File: config.mk
export PLATFORM = sky130hd
export DESIGN_NAME = traffic_light_ctrl
export DESIGN_NICKNAME = d
export VERILOG_FILES = /design/src/rtl/traffic_light_ctrl.sv
export SDC_FILE = /design/constraint.sdc
export NUM_CORES = 1
export LEC_CHECK = 0
export BUFFER_PORTS_ARGS = -buffer_cell sky130_fd_sc_hd__buf_2
export CORE_UTILIZATION = 50
export DETAILED_ROUTE_END_ITERATION = 8
export PLACE_DENSITY_LB_ADDON = 0.05
export SETUP_SLACK_MARGIN = 0.1
export SYNTH_ARGS = -nofsm -noshare
export SYNTH_HDL_FRONTEND = slang
export SYNTH_SLANG_ARGS = --single-unit
File: constraint.sdc
create_clock -name clock -period 3.1 [get_ports clock]
set_input_delay 0.465 -clock clock [delete_from_list [all_inputs] [get_ports clock]]
set_output_delay 0.465 -clock clock [all_outputs]
set_load 0.02 [all_outputs]
File: src/rtl/traffic_light_ctrl.sv
// Traffic-light sequencer: round-robin green/yellow/all-red per direction, pedestrian
// walk phase after a completed rotation, and a maintenance yellow flash override.
module traffic_light_ctrl #(
    parameter int NUM_DIR    = 2,
    parameter int GREEN_CYC  = 8,
    parameter int YELLOW_CYC = 2,
    parameter int ALLRED_CYC = 1,
    parameter int WALK_CYC   = 4,
    parameter int MIN_GREEN  = 3,
    parameter int FLASH_CYC  = 2,
    parameter int CNT_W      = 8,
    localparam int DIR_W     = (NUM_DIR > 1) ? $clog2(NUM_DIR) : 1
) (
    input  logic                   clock,
    input  logic                   rst_n,
    input  logic                   enable,
    input  logic                   flash_mode,
    input  logic                   ped_req,
    output logic [3*NUM_DIR-1:0]   light,
    output logic                   walk,
    output logic [DIR_W-1:0]       active_dir,
    output logic                   ped_pending
);

    function automatic bit dwell_ok(input int v);
        return (v >= 1) && (longint'(v) <= (longint'(1) << CNT_W));
    endfunction

    if (NUM_DIR < 2 || NUM_DIR > 8) begin : g_bad_num_dir
        $error("traffic_light_ctrl: NUM_DIR must be in 2..8");
    end
    if (!dwell_ok(GREEN_CYC) || !dwell_ok(YELLOW_CYC) || !dwell_ok(ALLRED_CYC) ||
        !dwell_ok(WALK_CYC) || !dwell_ok(MIN_GREEN) || !dwell_ok(FLASH_CYC)) begin : g_bad_dwell
        $error("traffic_light_ctrl: every dwell must be in 1..2**CNT_W");
    end
    if (MIN_GREEN > GREEN_CYC) begin : g_bad_min_green
        $error("traffic_light_ctrl: MIN_GREEN must not exceed GREEN_CYC");
    end

    typedef enum logic [2:0] {
        S_ALLRED,
        S_GREEN,
        S_YELLOW,
        S_WALK,
        S_FLASH
    } state_t;

    localparam logic [CNT_W-1:0] ALLRED_LD = CNT_W'(ALLRED_CYC - 1);
    localparam logic [CNT_W-1:0] GREEN_LD  = CNT_W'(GREEN_CYC - 1);
    localparam logic [CNT_W-1:0] YELLOW_LD = CNT_W'(YELLOW_CYC - 1);
    localparam logic [CNT_W-1:0] WALK_LD   = CNT_W'(WALK_CYC - 1);
    localparam logic [CNT_W-1:0] FLASH_LD  = CNT_W'(FLASH_CYC - 1);
    // Counter value at which green has been shown for MIN_GREEN cycles.
    localparam logic [CNT_W-1:0] CUT_LIM   = CNT_W'(GREEN_CYC - MIN_GREEN);
    localparam logic [DIR_W-1:0] DIR_LAST  = DIR_W'(NUM_DIR - 1);

    localparam logic [2:0] LAMP_RED    = 3'b100;
    localparam logic [2:0] LAMP_GREEN  = 3'b010;
    localparam logic [2:0] LAMP_YELLOW = 3'b001;
    localparam logic [2:0] LAMP_DARK   = 3'b000;

    state_t               state_reg, state_next;
    logic [CNT_W-1:0]     cnt_reg, cnt_next;
    logic [DIR_W-1:0]     dir_reg, dir_next;
    logic                 phase_reg, phase_next;   // flash phase: 0 = yellow, 1 = dark
    logic                 ped_reg, ped_next;
    logic [3*NUM_DIR-1:0] light_reg, light_next;
    logic                 walk_reg, walk_next;

    always_comb begin
        state_next = state_reg;
        cnt_next   = cnt_reg;
        dir_next   = dir_reg;
        phase_next = phase_reg;
        ped_next   = ped_reg | ped_req;

        if (flash_mode) begin
            if (state_reg != S_FLASH) begin
                state_next = S_FLASH;
                cnt_next   = FLASH_LD;
                phase_next = 1'b0;
            end else if (cnt_reg == '0) begin
                cnt_next   = FLASH_LD;
                phase_next = ~phase_reg;
            end else begin
                cnt_next   = cnt_reg - CNT_W'(1);
            end
        end else if (state_reg == S_FLASH) begin
            state_next = S_ALLRED;
            cnt_next   = ALLRED_LD;
            dir_next   = '0;
            phase_next = 1'b0;
        end else if (enable) begin
            unique case (state_reg)
                S_ALLRED: begin
                    if (cnt_reg == '0) begin
                        if (dir_reg == '0 && ped_reg) begin
                            state_next = S_WALK;
                            cnt_next   = WALK_LD;
                            ped_next   = ped_req;   // a request on this edge stays latched
                        end else begin
                            state_next = S_GREEN;
                            cnt_next   = GREEN_LD;
                        end
                    end else begin
                        cnt_next = cnt_reg - CNT_W'(1);
                    end
                end
                S_GREEN: begin
                    if (cnt_reg == '0 || (ped_reg && cnt_reg <= CUT_LIM)) begin
                        state_next = S_YELLOW;
                        cnt_next   = YELLOW_LD;
                    end else begin
                        cnt_next = cnt_reg - CNT_W'(1);
                    end
                end
                S_YELLOW: begin
                    if (cnt_reg == '0) begin
                        state_next = S_ALLRED;
                        cnt_next   = ALLRED_LD;
                        dir_next   = (dir_reg == DIR_LAST) ? '0 : dir_reg + DIR_W'(1);
                    end else begin
                        cnt_next = cnt_reg - CNT_W'(1);
                    end
                end
                S_WALK: begin
                    if (cnt_reg == '0) begin
                        state_next = S_GREEN;
                        cnt_next   = GREEN_LD;
                        dir_next   = '0;
                    end else begin
                        cnt_next = cnt_reg - CNT_W'(1);
                    end
                end
                default: begin
                    state_next = S_ALLRED;
                    cnt_next   = ALLRED_LD;
                    dir_next   = '0;
                end
            endcase
        end
    end

    function automatic logic [2:0] lamp(input state_t s, input logic mine, input logic dark);
        logic [2:0] l;
        l = LAMP_RED;
        case (s)
            S_GREEN:  l = mine ? LAMP_GREEN  : LAMP_RED;
            S_YELLOW: l = mine ? LAMP_YELLOW : LAMP_RED;
            S_FLASH:  l = dark ? LAMP_DARK   : LAMP_YELLOW;
            default:  l = LAMP_RED;
        endcase
        return l;
    endfunction

    // Outputs are decoded from the next state so they register on the same edge.
    for (genvar gi = 0; gi < NUM_DIR; gi++) begin : g_lamp
        assign light_next[3*gi +: 3] = lamp(state_next, dir_next == DIR_W'(gi), phase_next);
    end

    assign walk_next = (state_next == S_WALK);

    always_ff @(posedge clock) begin
        if (!rst_n) begin
            state_reg <= S_ALLRED;
            cnt_reg   <= ALLRED_LD;
            dir_reg   <= '0;
            phase_reg <= 1'b0;
            ped_reg   <= 1'b0;
            light_reg <= {NUM_DIR{LAMP_RED}};
            walk_reg  <= 1'b0;
        end else begin
            state_reg <= state_next;
            cnt_reg   <= cnt_next;
            dir_reg   <= dir_next;
            phase_reg <= phase_next;
            ped_reg   <= ped_next;
            light_reg <= light_next;
            walk_reg  <= walk_next;
        end
    end

    assign light       = light_reg;
    assign walk        = walk_reg;
    assign active_dir  = dir_reg;
    assign ped_pending = ped_reg;

endmodule
==> impl_results.md <==
- Status: complete, no violations
- Share of layout cells above drive strength 1: 0.151
- Vias in the first global route: 1065
- Final worst setup slack: 0.517 ns
- Drt drc: 0
- WL/cell: 14.2 um
- #FFs+latches synth: 21
- CTS sink count: 21
- Cts bufs inserted: 3
- Synthesized area per cell: 8.03 um^2
- CTS resizes: 0
- Non-Filler Instances: 187
- Worst hold slack: 0.350 ns
- Fin Clk Skew: 0.00946 ns
- CP Max Fanout: 8
- Post-synth cell types: 46
- Synth top area share: 0.361
- Footprint of the multi-input gates: 688 um^2
- Final Hold Violating Endpoints: 0
- DR vias: 1099
- Site Rows: 17
- Top post-synthesis cells by area: dfxtp_1 36%, nor2_1 5.8%, o21ai_0 4.3%
- Pre-CTS setup slack: 0.535 ns
- # fillers: 211
- Core area: 2210 um^2
- Final instance area: 1280 um^2
- Internal power: 419 uW
- Hold_buf cts: 0
- Reg2reg setup slack: 0.52 ns
- Rel. slew slack: 0.655
- CTS clk-pin slew, worst paths: 0.13 ns
- RSZ-0062 raised after global routing: no
- Vias per cell: 5.88
- Reg-to-reg startpoint: cnt_reg[3]
- Asr flop ratio synth: 0
- Initial Util: 0.527
- Grt ovf: 0
- Detailed Place HPWL: 2020 um
- Tot Pwr: 643 uW
- WP data required: 3.34 ns
- Reg2Reg Depth: 8
- Fin crit period: 2.58 ns
- Sw frac: 0.348
- Cells after synthesis: 145
- CP startpoint: cnt_reg[3]
- H-tree depth: 1
- End of the critical path: light[1]
- Inst Count DP: 183
- GR Util All Layers: 0.243
- Critical Path Source Type: flip-flop
- IO buf count: 13
- Setup Buffers After CTS: 0
- Synth Cell Area: 1160 um^2
- Final core utilization: 0.581
- RD Place Congestion: 0.873
- Number of enable flip-flop cells after synthesis: 0
- Leak: 0.536 nW
- Fin Setup TNS: 0 ns
- Prevailing post-synth register cell: dfxtp_1
- Drt first pass iters: 4
- CTS tree: built
- Sequential share of the synthesized area: 0.361
- Fmax achieved: 387 MHz
- Worst ir drop on vdd: 0.000321 V
- Logic pwr share: 0.310
- Placement Cell Area: 1260 um^2
- Largest net degree at the start of global routing: 16
- Max reg flops: 8
- FF+latch area: 420 um^2
- Die height: 50.3 um
- IO Pins: 14
- Worst EP arrival: 2.82 ns
- Starting DRT DRC Count: 31
- Die ar.: 2530 um^2
- Routed WL: 2650 um
- Psw: 223 uW
- Die width: 50.3 um
- Nets: 168
- Final period util: 0.833
- Critical R2R Capture: light[1]
- Sequential share of power: 0.478
- Hold WC Path Type: in2reg
- Final Slew Violations: 0
- Initial antenna violation count: 0
- Final setup vio count: 0
- Diodes inserted: 0
- Clock power frac: 0.212
- Area Growth Syn to Fin: 10.3%
- CTS Buffer Depth: 2
- Power density over the cells: 500 nW/um^2
- Post-Syn Nets: 153
- Clock root buffer: clkbuf_4
- Final ANT Viol Nets: 0
- Dominant cell type by area after synthesis: dfxtp_1
- Slew @ Worst Pin: 0.513 ns
- Crit end category: flip-flop
- Maximum Capacitance Violations: 0
- Clk_lat worst skew: 0.31 ns
- Crit path kind: reg2reg
- Syn. warnings: 0
- Global-route wire length before repair: 4610 um
-- final cells by class --
type,instances,area share
inverter,11,0.0321
timing repair buffer,14,0.0565
tap,28,0.0273
clock buffer,3,0.0175
multi-input combinational,109,0.536
clock inverter,1,0.00389
sequential,21,0.327
-- metal layers --
layer	GRT usage	vias to the layer above	wire, um
li1	-	553	-
met1	0.293	516	1240
met2	0.391	25	1250
met3	0.0485	5	111
met4	0.148	0	42
met5	0	-	0
-- critical path, stage by stage, from the launching register on --
cell and delay, ns:
dfxtp_1 0.37, or4_4 0.59, or2_4 0.28, nor2_4 0.12
inv_2 0.09, o41a_1 0.31, a221o_1 0.39, or2_4 0.27
nor3_2 0.11
-- kinds of logic after synthesis --
group,count (synthesis),synth area share
xor gates and xnor gates,6,0.0451
adders and majority gates,3,0.0322
DFF,21,0.361
buffers and inverters,15,0.0483
muxes,1,0.00859
AOI/OAI and AO/OA,39,0.229
and+or+nand+nor,60,0.276
-- worst min-delay path by stage --
stage,startpoint,endpoint,slack (ns),cells past startpoint
finish,ped_req,ped_pending,0.35,3
global route,ped_req,ped_pending,0.35,3
detailed placement,cnt_reg[1],cnt_reg[1],0.46,2
global placement,cnt_reg[1],cnt_reg[1],0.47,2
CTS,ped_req,ped_pending,0.35,3
floorplan,cnt_reg[1],cnt_reg[1],0.44,2
-- cell usage after synthesis (2+ instances only) --
| master | number |
|---|---|
| dfxtp_1 | 21 |
| nor2_1 | 18 |
| nand2_1 | 11 |
| inv_1 | 10 |
| o21ai_0 | 10 |
| a21oi_1 | 7 |
| nand2b_1 | 5 |
| nor3_1 | 5 |
| xnor2_1 | 5 |
| clkbuf_1 | 4 |
| nand3_1 | 4 |
| ha_1 | 3 |
| o211ai_1 | 3 |
| a211oi_1 | 2 |
| a31oi_1 | 2 |
| and2_1 | 2 |
| and3_1 | 2 |
| o311a_1 | 2 |
| or2_4 | 2 |
-- power by group through the flow --
| stage | clock, mW | combinational, mW | sequential, mW |
|---|---|---|---|
| after floorplan | 0 | 0.152 | 0.314 |
| after global routing | 0.158 | 0.224 | 0.310 |
| after CTS | 0.142 | 0.199 | 0.307 |
| after detailed placement | 0 | 0.197 | 0.313 |
| final | 0.136 | 0.199 | 0.307 |
| after global placement | 0 | 0.193 | 0.312 |
-- placed cells by master, fill, tap and decap left out, drive strengths merged, types with 4 or more instances in the layout --
cell type  count
nand2b         5
a21oi          7
nand2         11
inv           11
dfxtp         21
nand3          4
o21ai         10
nor3           6
xnor2          5
buf           14
nor2          19
Note: power is estimated with default switching activity, not from simulation.
